===== config.mk =====
export PLATFORM = sky130hd
export DESIGN_NAME = ds_comp_adc_array
export DESIGN_NICKNAME = d
export VERILOG_FILES = /design/src/rtl/ds_adc_pkg.sv /design/src/rtl/ds_cic_decimator.sv /design/src/rtl/ds_comp_adc_array.sv
export SDC_FILE = /design/constraint.sdc
export NUM_CORES = 1
export LEC_CHECK = 0
export ABC_AREA = 1
export CORE_MARGIN = 10
export CORE_UTILIZATION = 64
export CTS_CLUSTER_DIAMETER = 80
export CTS_CLUSTER_SIZE = 40
export DETAILED_ROUTE_END_ITERATION = 10
export HOLD_SLACK_MARGIN = 0.1
export PLACE_DENSITY_LB_ADDON = 0.2
export SLEW_MARGIN = 25
export SYNTH_ARGS = -nofsm -noshare
export SYNTH_HDL_FRONTEND = slang
export SYNTH_SLANG_ARGS = --single-unit

===== constraint.sdc =====
create_clock -name clk -period 3.1 [get_ports clk]
set_input_delay 0.775 -clock clk [delete_from_list [all_inputs] [get_ports clk]]
set_output_delay 0.775 -clock clk [all_outputs]
set_load 0.02 [all_outputs]

===== src/rtl/ds_adc_pkg.sv =====
`default_nettype none
// ----------------------------------------------------------------------------
// ds_adc_pkg : shared types and elaboration helpers for ds_comp_adc_array
// Rev 1.0
// ----------------------------------------------------------------------------
package ds_adc_pkg;

  localparam int MAX_CHANNELS = 8;

  typedef enum logic [0:0] {
    ST_IDLE  = 1'b0,
    ST_SHIFT = 1'b1
  } ser_state_e;

  // Bits needed for an unsigned 1-bit-input CIC output: order*log2(R) growth plus the input bit.
  function automatic int cic_min_width(input int stages, input int decim);
    return stages * $clog2(decim) + 1;
  endfunction

endpackage
`default_nettype wire


===== src/rtl/ds_cic_decimator.sv =====
`default_nettype none
// ----------------------------------------------------------------------------
// ds_cic_decimator : single-channel CIC filter driven by a shared decimation tick
// Rev 1.0
// ----------------------------------------------------------------------------
module ds_cic_decimator
  import ds_adc_pkg::*;
#(
  parameter int STAGES = 2,
  parameter int WIDTH  = 13
) (
  input  logic             clk,
  input  logic             rst_n,
  input  logic             i_bit,
  input  logic             i_tick,
  output logic [WIDTH-1:0] o_filt
);

  logic [WIDTH-1:0] r_int  [STAGES];
  logic [WIDTH-1:0] r_dly  [STAGES];
  logic [WIDTH-1:0] w_comb [STAGES+1];

  always_comb begin
    w_comb[0] = r_int[STAGES-1];
    for (int k = 0; k < STAGES; k++) begin
      w_comb[k+1] = w_comb[k] - r_dly[k];
    end
  end

  // Modulo-2^WIDTH wrap in the integrators is intentional; the combs cancel it.
  always_ff @(posedge clk or negedge rst_n) begin
    if (!rst_n) begin
      for (int k = 0; k < STAGES; k++) begin
        r_int[k] <= '0;
        r_dly[k] <= '0;
      end
      o_filt <= '0;
    end else begin
      r_int[0] <= r_int[0] + {{(WIDTH-1){1'b0}}, i_bit};
      for (int k = 1; k < STAGES; k++) begin
        r_int[k] <= r_int[k] + r_int[k-1];
      end
      if (i_tick) begin
        for (int k = 0; k < STAGES; k++) begin
          r_dly[k] <= w_comb[k];
        end
        o_filt <= w_comb[STAGES];
      end
    end
  end

endmodule
`default_nettype wire


===== src/rtl/ds_comp_adc_array.sv =====
`default_nettype none
// ----------------------------------------------------------------------------
// ds_comp_adc_array : N-channel delta-sigma comparator ADC with CIC and frame serialiser
// Rev 1.0
// ----------------------------------------------------------------------------
module ds_comp_adc_array
  import ds_adc_pkg::*;
#(
  parameter int CHANNELS   = 2,
  parameter int STAGES     = 2,
  parameter int DECIMATION = 32,
  parameter int WIDTH      = 13
) (
  input  logic                clk,
  input  logic                rst_n,
  input  logic [CHANNELS-1:0] cmp_in,
  output logic [CHANNELS-1:0] pdm_out,
  input  logic                trigger,
  input  logic                diff_en,
  output logic                ser_out,
  output logic                ser_valid,
  output logic                busy,
  output logic                sample_strobe,
  output logic                data_ready
);

  localparam int c_CNT_W  = $clog2(DECIMATION);
  localparam int c_WORD_W = $clog2(CHANNELS + 1);
  localparam int c_BIT_W  = $clog2(WIDTH);
  localparam int c_SCNT_W = $clog2(STAGES + 2);

  if (WIDTH < cic_min_width(STAGES, DECIMATION) + 1 ||
      (DECIMATION & (DECIMATION - 1)) != 0 ||
      CHANNELS < 2 || CHANNELS > MAX_CHANNELS) begin : g_bad_params
    $error("ds_comp_adc_array: illegal CHANNELS/STAGES/DECIMATION/WIDTH combination");
  end

  logic [CHANNELS-1:0] r_ff;
  logic [c_CNT_W-1:0]  r_cnt;
  logic                w_tick;
  logic                r_strobe;
  logic [c_SCNT_W-1:0] r_scnt;
  logic                r_ready;
  logic [WIDTH-1:0]    w_filt [CHANNELS];

  logic                r_sync1, r_sync2, r_sync3;
  logic                w_edge;
  ser_state_e          r_state, w_next;
  logic                w_accept;
  logic [WIDTH-1:0]    r_shadow [CHANNELS+1];
  logic                r_diff_en;
  logic [c_WORD_W-1:0] r_word;
  logic [c_BIT_W-1:0]  r_bit;
  logic [c_WORD_W-1:0] w_last_word;
  logic                w_last_bit;

  assign pdm_out       = ~r_ff;
  assign w_tick        = (r_cnt == c_CNT_W'(DECIMATION - 1));
  assign sample_strobe = r_strobe;
  assign data_ready    = r_ready;

  always_ff @(posedge clk or negedge rst_n) begin
    if (!rst_n) begin
      r_ff     <= '1;
      r_cnt    <= '0;
      r_strobe <= 1'b0;
      r_scnt   <= '0;
      r_ready  <= 1'b0;
    end else begin
      r_ff     <= cmp_in;
      r_cnt    <= r_cnt + 1'b1;
      r_strobe <= w_tick;
      // The pipeline needs STAGES+1 outputs before the comb delays hold real history.
      if (r_strobe && !r_ready) begin
        if (r_scnt == c_SCNT_W'(STAGES)) r_ready <= 1'b1;
        else                             r_scnt  <= r_scnt + 1'b1;
      end
    end
  end

  for (genvar g = 0; g < CHANNELS; g++) begin : g_ch
    ds_cic_decimator #(
      .STAGES (STAGES),
      .WIDTH  (WIDTH)
    ) u_cic (
      .clk    (clk),
      .rst_n  (rst_n),
      .i_bit  (r_ff[g]),
      .i_tick (w_tick),
      .o_filt (w_filt[g])
    );
  end

  always_ff @(posedge clk or negedge rst_n) begin
    if (!rst_n) begin
      r_sync1 <= 1'b0;
      r_sync2 <= 1'b0;
      r_sync3 <= 1'b0;
    end else begin
      r_sync1 <= trigger;
      r_sync2 <= r_sync1;
      r_sync3 <= r_sync2;
    end
  end

  assign w_edge      = r_sync2 & ~r_sync3;
  assign w_accept    = (r_state == ST_IDLE) && w_edge;
  assign w_last_word = r_diff_en ? c_WORD_W'(CHANNELS) : c_WORD_W'(CHANNELS - 1);
  assign w_last_bit  = (r_word == w_last_word) && (r_bit == '0);

  always_ff @(posedge clk or negedge rst_n) begin
    if (!rst_n) r_state <= ST_IDLE;
    else        r_state <= w_next;
  end

  always_comb begin
    w_next    = r_state;
    ser_out   = 1'b0;
    ser_valid = 1'b0;
    busy      = 1'b0;
    case (r_state)
      ST_IDLE: begin
        if (w_edge) w_next = ST_SHIFT;
      end
      ST_SHIFT: begin
        busy      = 1'b1;
        ser_out   = r_shadow[r_word][r_bit];
        ser_valid = (r_bit == c_BIT_W'(WIDTH - 1));
        if (w_last_bit) w_next = ST_IDLE;
      end
      default: w_next = ST_IDLE;
    endcase
  end

  // Shadows are written only on acceptance, so a frame never mixes sample periods.
  always_ff @(posedge clk or negedge rst_n) begin
    if (!rst_n) begin
      for (int c = 0; c <= CHANNELS; c++) r_shadow[c] <= '0;
      r_diff_en <= 1'b0;
      r_word    <= '0;
      r_bit     <= '0;
    end else if (w_accept) begin
      for (int c = 0; c < CHANNELS; c++) r_shadow[c] <= w_filt[c];
      r_shadow[CHANNELS] <= w_filt[0] - w_filt[1];
      r_diff_en <= diff_en;
      r_word    <= '0;
      r_bit     <= c_BIT_W'(WIDTH - 1);
    end else if (r_state == ST_SHIFT) begin
      if (r_bit == '0) begin
        r_bit  <= c_BIT_W'(WIDTH - 1);
        r_word <= r_word + 1'b1;
      end else begin
        r_bit <= r_bit - 1'b1;
      end
    end
  end

endmodule
`default_nettype wire


== After elaboration in Yosys (flattened, before gate mapping) ==
Cells that the tools add are included.
Storage, ports and cells
  flip-flop bits (word level): 191
  input bits: 6
  output and inout port bits: 7
Operators by class
  $add $sub $neg: 13
  $lt $le $gt $ge: 2
  eq/ne operators: 4
  mux-type cells: 18
  bitwise operators: 6
  reductions and logical operators: 10
Operators by type and width (count)
  $sub A13 B13 Y13: 5
  $add A13 B1 Y13: 2
  $add A13 B13 Y13: 2
  $bmux W13 S2: 1
  $mux W13: 2
  $mux W4: 3
  $mux W2: 4
  $mux W1: 6
  $reduce_and A2 Y1: 3
  $add A5 B1 Y5 const B: 1
  $eq A5 B5 Y1 const B: 1
  $lt A4 B5 Y1 const B: 1
  $add A2 B1 Y2 const B: 2
  $bmux W1 S4: 1
  $eq A4 B4 Y1 const B: 1
  $logic_not A4 Y1: 1
  $reduce_bool A2 Y1: 2
  $sub A4 B1 Y4 const B: 1
  $ge A3 B3 Y1 const B: 1
  $logic_and A1 B1 Y1: 3
  $not A1 Y1: 3
  $not A2 Y3: 1
  $eq A2 B2 Y1: 1
  $eq A2 B2 Y1 const B: 1
  4 further kinds: 4

== Depth between registers and ports, before layout ==
Gate-level depths: netlist (run 1).
  depth in word-level cells: 7
  mapped depth: 20
  gate-level depth less buffers: 20

== Cells and area by module ==
Synthesis (run 1) repeated with hierarchy kept, for this count alone.
Second synthesis, totals
  cell total of the unflattened synthesis: 1365
  area, all modules: 11270.8 sq um
By module, submodules not included
  ds_cic_decimator at g_ch[0].u_cic: times used 1, cells an instance 453, area each 3886.2 sq um
  ds_cic_decimator at g_ch[1].u_cic: times used 1, cells an instance 452, area each 3886.2 sq um
  ds_comp_adc_array: times used 1, cells an instance 460, area each 3498.4 sq um

== Least setup slack after synthesis (run 1) ==
Ideal clock, no wire load.
  path kind: flip-flop to flip-flop
  from: register g_ch[1].u_cic.r_dly[13] (netlist bit)
  to: register g_ch[1].u_cic.o_filt[11]
  setup time: 0.135 ns
  arrival time: 2.552 ns
  data required time: 2.965 ns
  setup slack: 0.413 ns
  cell stages (with the launch flop): 16
  buffers on the path: 0
  cells stage by stage: dfrtp_1 -> ha_1 -> fa_1 -> nand3b_1 -> nand2_1 -> a21oi_2 -> nor2_2 -> nor2_2 -> xnor2_2 -> ha_1 -> nand2_1 -> nor2_1 -> nand3_1 -> nand3_1 -> xnor2_1 -> o21ai_0
RTL lines
  from (decl): RTL line ds_cic_decimator.sv:20  | logic [WIDTH-1:0] r_dly [STAGES];
  from (signal, indexed assignment): RTL line ds_cic_decimator.sv:45  | r_dly[k] <= w_comb[k];
  to (signal assigned): RTL line ds_cic_decimator.sv:47  | o_filt <= w_comb[STAGES];
  to (decl): RTL line ds_cic_decimator.sv:16  | output logic [WIDTH-1:0] o_filt

==> impl_results.md, run 1 <==
- Status: finished, final reports clean
- Layout Skew: 9.125 ps
- Vias: 8,498
- I/O Buffers: 12
- Syn Inst Count: 1,308
- Clock Pin Slew Worst Setup and Hold Paths: 80 ps
- CP Launch Type: flop
- Total gr overflow: 0
- Layout net count: 1,422
- Mapped Nets: 1,413
- Synth warn: 0
- Crit path arrival time: 3200 ps
- Largest net degree at the start of global routing: 102
- 1st-pass router iterations: 5
- Worst hold margin: 325.3 ps
- Fill cells: 1,326
- Initial Util: 64.78%
- Final Max Tran Viols: 0
- Required time of the critical path: 3390 ps
- GR Util All Layers: 20.06%
- FP Rows: 48
- Met2 GRT Util: 33.57%
- CTS Buffer Depth: 2
- Initial antenna violation count: 0
- Post-synth EDFFs: 0
- TritonCTS Buffers: 17
- Async SR Flop Fraction: 100.0%
- Synth-to-layout area growth: 9.152%
- Post-synth top area share: 42.65%
- Post-Syn Area: 0.01109 mm²
- Final antenna-violating net count: 0
- Commonest non-fill, non-tap cell in the layout: nand2_1
- Layout cell share with drive strength beyond 1: 7.594%
- Core area: 0.01712 mm²
- Syn Area/Cell: 8.477 µm²
- Critical Path Source: g_ch[0].u_cic.r_int[0]
- Final min period: 2913 ps
- Post-DP HPWL: 15,590 µm
- Top_reg_cell synth: dfrtp_1
- H-Tree Level Count: 4
- Post-synth cell types: 46
- Maxcap violations: 0
- Global Route met1 Usage: 26.07%
- Clk sinks: 191
- RSZ-0062 raised after global routing: yes
- Capturing element type of the critical path: flop
- Via density: 5.465
- Worst min path class: input pin to async pin
- Most area-consuming cells after synthesis: dfrtp_1, nand2_1, ha_1
- Yosys reg bits: 191
- Post-Place Cells: 1,523
- DR WL/cell: 13.83 µm
- First-pass GRT wire length: 38,230 µm
- Die area: 0.02299 mm²
- Most frequent cells in the layout: nand2_1, dfrtp_1, inv_1
- Skew-Pair Late Insertion Delay: 430 ps
- Setup Crit Path Kind: flop to flop
- Max frequency: 0.3433 GHz
- CP max FO: 4
- Most Crowded Layer GR: met2
- Max_slew headroom: 39.55%
- GPL Wtd Cong: 0.9107
- Synth area leader: dfrtp_1
- # diodes: 0
- Vias in the first global route: 8,364
- Routed WL: 21,510 µm
- Root Buffer: clkbuf_16
- Post-synthesis sequential area ratio: 43.13%
- Die Wd: 151.6 µm
- CTS tree: yes
- Period utilization: 93.96%
- DRC: 0
- Final hold vios: 0
- Count of final setup violators: 0
- Finished Layout Cells: 1,555
- Iteration-0 DRC Markers: 535
- Worst Tran Pin Value: 906.8 ps
- IO Count: 13
- FF-to-FF Start: g_ch[0].u_cic.r_int[0]
- GR Util met3: 3.119%
- Die height: 151.6 µm
-- final timing paths --
check | end | slack (ps) | depth (start not counted)
worst max-delay path | g_ch[0].u_cic.o_filt[11] | 190 | 14
worst min-delay path | r_cnt[1] | 330 | 1
worst max register to register | g_ch[0].u_cic.o_filt[11] | 190 | 14
worst min register to register | r_sync2 | 350 | 0
max in group asynchronous | r_shadow[36] | 1980 | 2
min in group clk | r_sync2 | 350 | 0
-- kinds of logic after synthesis --
logic type	share of synthesized area, %
and+or+nand+nor	19.16
xor gates and xnor gates	7.402
AOI/OAI and AO/OA	12.72
buffers and inverters	5.947
adders and majority gates	11.65
DFF	43.13
-- repair_timing --
action / 4_1_cts / 5_1_grt
endpoints found under the hold margin: 0 / 0
setup endpoints to repair: 1 / 10
hold buffers: 0 / 0
pin swaps: 0 / 1
resized for setup: 6 / 16
setup buffers: 0 / 0
-- layer usage --
metal / share of wire [%] / vias to the layer above
met4: 2.2 / 0
met1: 47 / 4010
met5: 0 / -
met3: 2.9 / 33
met2: 48 / 129
li1: - / 4326
-- layout make-up --
type                    instances  area (µm²)  share of cell area, %
inverters                     142       540.5                  4.466
clock inverters                14       172.7                  1.427
clock buffers                  18       439.2                  3.629
repair buffers                 19       183.9                  1.520
well taps                     225       281.5                  2.326
flip-flops and latches        191        4785                  39.53
multi-input cells             946        5700                  47.10
-- Yosys cell counts (all sizes together) (2+ instances only) --
master and instances:
buf 6, dfstp 2, xnor2 43, inv 142, o31ai 4, nand4 12, a21boi 4, xor2 49
a31oi 4, nand3b 9, o22ai 4, a21oi 71, o21a 5, clkbuf 23, a21o 4, dfrtp 189
nor3 11, a211oi 3, nand2 321, o21ai 151, nor2 73, a221oi 2, ha 92, nand3 68
fa 7, and2 2, or2 3
-- stage by stage --
step	area (µm²)	util [%]	setup TNS (ps)	setup slack [ps]
2_1_floorplan	11090	-	0	413.2
3_3_place_gp	11430	66.81	0	208.6
3_5_place_dp	11430	66.81	0	153.5
4_1_cts	12060	70.43	0	93.35
5_1_grt	12100	70.71	-15.77	-15.77
6_report	12100	70.71	0	187.1
-- worst max-delay path: stages, from the launching register on --
cell and delay [ps]:
dfrtp_1 370, inv_1 60, ha_1 230, fa_1 420
nand3b_1 190, nand2_2 120, a31oi_1 100, xnor2_1 270
ha_1 340, a21oi_2 180, o21ai_0 110, nand2_1 70
nand3_1 80, xnor2_1 130, o21ai_0 80
-- state kept, by name, indices dropped and copies added, names as in the netlist, 2 cells and up --
signal and cells:
r_shadow 39, r_bit 4, r_ff 2, g_ch.u_cic.o_filt 26, r_scnt 2, g_ch.u_cic.r_int 52
g_ch.u_cic.r_dly 52, r_cnt 5, r_word 2
Power of run 1 is not shown: default switching activity piles up to over one toggle a cycle in this logic, so the estimate is an artifact.
==> run 2, diff against run 1 <==
--- a/config.mk
+++ b/config.mk
@@ -7,7 +7,7 @@
 export LEC_CHECK = 0
 export ABC_AREA = 1
 export CORE_MARGIN = 10
-export CORE_UTILIZATION = 64
+export CORE_UTILIZATION = 55
 export CTS_CLUSTER_DIAMETER = 80
 export CTS_CLUSTER_SIZE = 40
 export DETAILED_ROUTE_END_ITERATION = 10
==> impl_results.md, run 2 (same netlist as run 1, synthesis figures left out) <==
- Layout Skew: 14.66 ps
- Initial antenna violation count: 0
- Skew-Pair Late Insertion Delay: 430 ps
- H-Tree Level Count: 4
- Final Max Tran Viols: 0
- Regs by FF count: g_ch.u_cic.r_dly: 52 flops, g_ch.u_cic.r_int: 52 flops, r_shadow: 39 flops
- Capturing element type of the critical path: output pin
- Core area: 0.01965 mm²
- Final min period: 2918 ps
- Final worst setup slack: 182.2 ps
- GPL Wtd Cong: 0.8702
- Setup TNS: 0 ps
- Required time of the critical path: 2320 ps
- # diodes: 0
- Iteration-0 DRC Markers: 442
- Routed WL: 21,730 µm
- TritonCTS Buffers: 17
- DR WL/cell: 13.60 µm
- Via density: 5.262
- FP Rows: 51
- Layout cell share with drive strength beyond 1: 8.102%
- Status: finished, final reports clean
- Setup Crit Path Kind: flop to output pin
- Hold-fix buffers at CTS: 0
- Die Wd: 162.0 µm
- Layout net count: 1,426
- CP max FO: 12
- First-pass GRT wire length: 38,560 µm
- Die area: 0.02624 mm²
- Total gr overflow: 0
- DRC: 0
- R2R cell count: 14
- Final hold vios: 0
- Most frequent cells in the layout: nand2_1, dfrtp_1, inv_1
- CTS tree: yes
- GR Util All Layers: 17.44%
- Clock Pin Slew Worst Setup and Hold Paths: 70 ps
- Die height: 162.0 µm
- Max_slew headroom: 38.71%
- Crit path arrival time: 2140 ps
- I/O Buffers: 12
- Count of final setup violators: 0
- Largest net degree at the start of global routing: 102
- Max frequency: 0.3427 GHz
- Final antenna-violating net count: 0
- CP Launch Type: flop
- IO Count: 13
- Root Buffer: clkbuf_16
- Clk sinks: 191
- Post-DP HPWL: 16,170 µm
- Period utilization: 94.12%
- Initial Util: 56.42%
- Worst hold margin: 289.6 ps
- Vias in the first global route: 8,403
- Worst min path class: input pin to async pin
- Maxcap violations: 0
- Commonest non-fill, non-tap cell in the layout: nand2_1
- Pre-CTS setup slack: 127.0 ps
- Worst Tran Pin Value: 919.3 ps
- CTS Buffer Depth: 2
- Synth-to-layout area growth: 9.930%
- Vias: 8,408
- 1st-pass router iterations: 5
## run 2: final timing paths
path                                   startpoint                      end  slack, ps
min reg2reg                               r_sync1                  r_sync2        350
min                                         rst_n                r_scnt[0]        290
max in group asynchronous                   rst_n                  r_ff[0]       1990
max reg2reg                g_ch[1].u_cic.r_int[4]  g_ch[1].u_cic.o_filt[9]        220
max                                      r_bit[0]                ser_valid        180
min in group clk                          r_sync1                  r_sync2        350
## run 2: through the flow
step           instance area, µm²  utilization (%)  cells
6_report                    12190            62.02   1598
5_1_grt                     12190            62.02   1598
4_1_cts                     12090            61.54   1596
3_5_place_dp                11510            58.58   1565
3_3_place_gp                11510            58.58   1565
2_1_floorplan               11090                -   1308
## run 2: final cells by class
cell class                      count  area, µm²
Fill cell                        1757       7465
Clock inverter                     12      133.9
Multi-Input combinational cell    946       5727
Sequential cell                   191       4785
Timing Repair Buffer               23      226.5
Inverter                          142      543.0
Tap cell                          265      331.6
Clock buffer                       19      442.9
## run 2: repair_timing
action | in CTS | in global routing
setup endpoints to repair | 1 | 12
hold endpoints to repair | 0 | 0
pin swaps | 0 | 7
buffers inserted | 0 | 2
resized for setup | 4 | 24
## run 2: routing by layer
| metal | track usage, % | vias to the layer above | part of all wire [%] |
|---|---|---|---|
| li1 | - | 4335 | - |
| met1 | 22.41 | 3953 | 48 |
| met2 | 29.61 | 99 | 48 |
| met3 | 3.109 | 21 | 2.6 |
| met4 | 4.756 | 0 | 1.3 |
| met5 | 0 | - | 0 |
## run 2: critical path, stage by stage, from the launching register on
cell and delay, ps:
dfrtp_2 490, inv_4 150, ha_1 210, nand2_1 80, nor3_1 150, clkdlybuf4s50_1 630
Power of run 2 is left out for the same reason.
==> run 3, diff against run 2 <==
--- a/config.mk
+++ b/config.mk
@@ -9,7 +9,7 @@
 export CORE_MARGIN = 10
 export CORE_UTILIZATION = 55
 export CTS_CLUSTER_DIAMETER = 80
-export CTS_CLUSTER_SIZE = 40
+export CTS_CLUSTER_SIZE = 25
 export DETAILED_ROUTE_END_ITERATION = 10
 export HOLD_SLACK_MARGIN = 0.1
 export PLACE_DENSITY_LB_ADDON = 0.2
==> results of run 3 <==
Final layout, timing and power as in run 2 (identical DEF).
Power of run 3 is left out for the same reason.
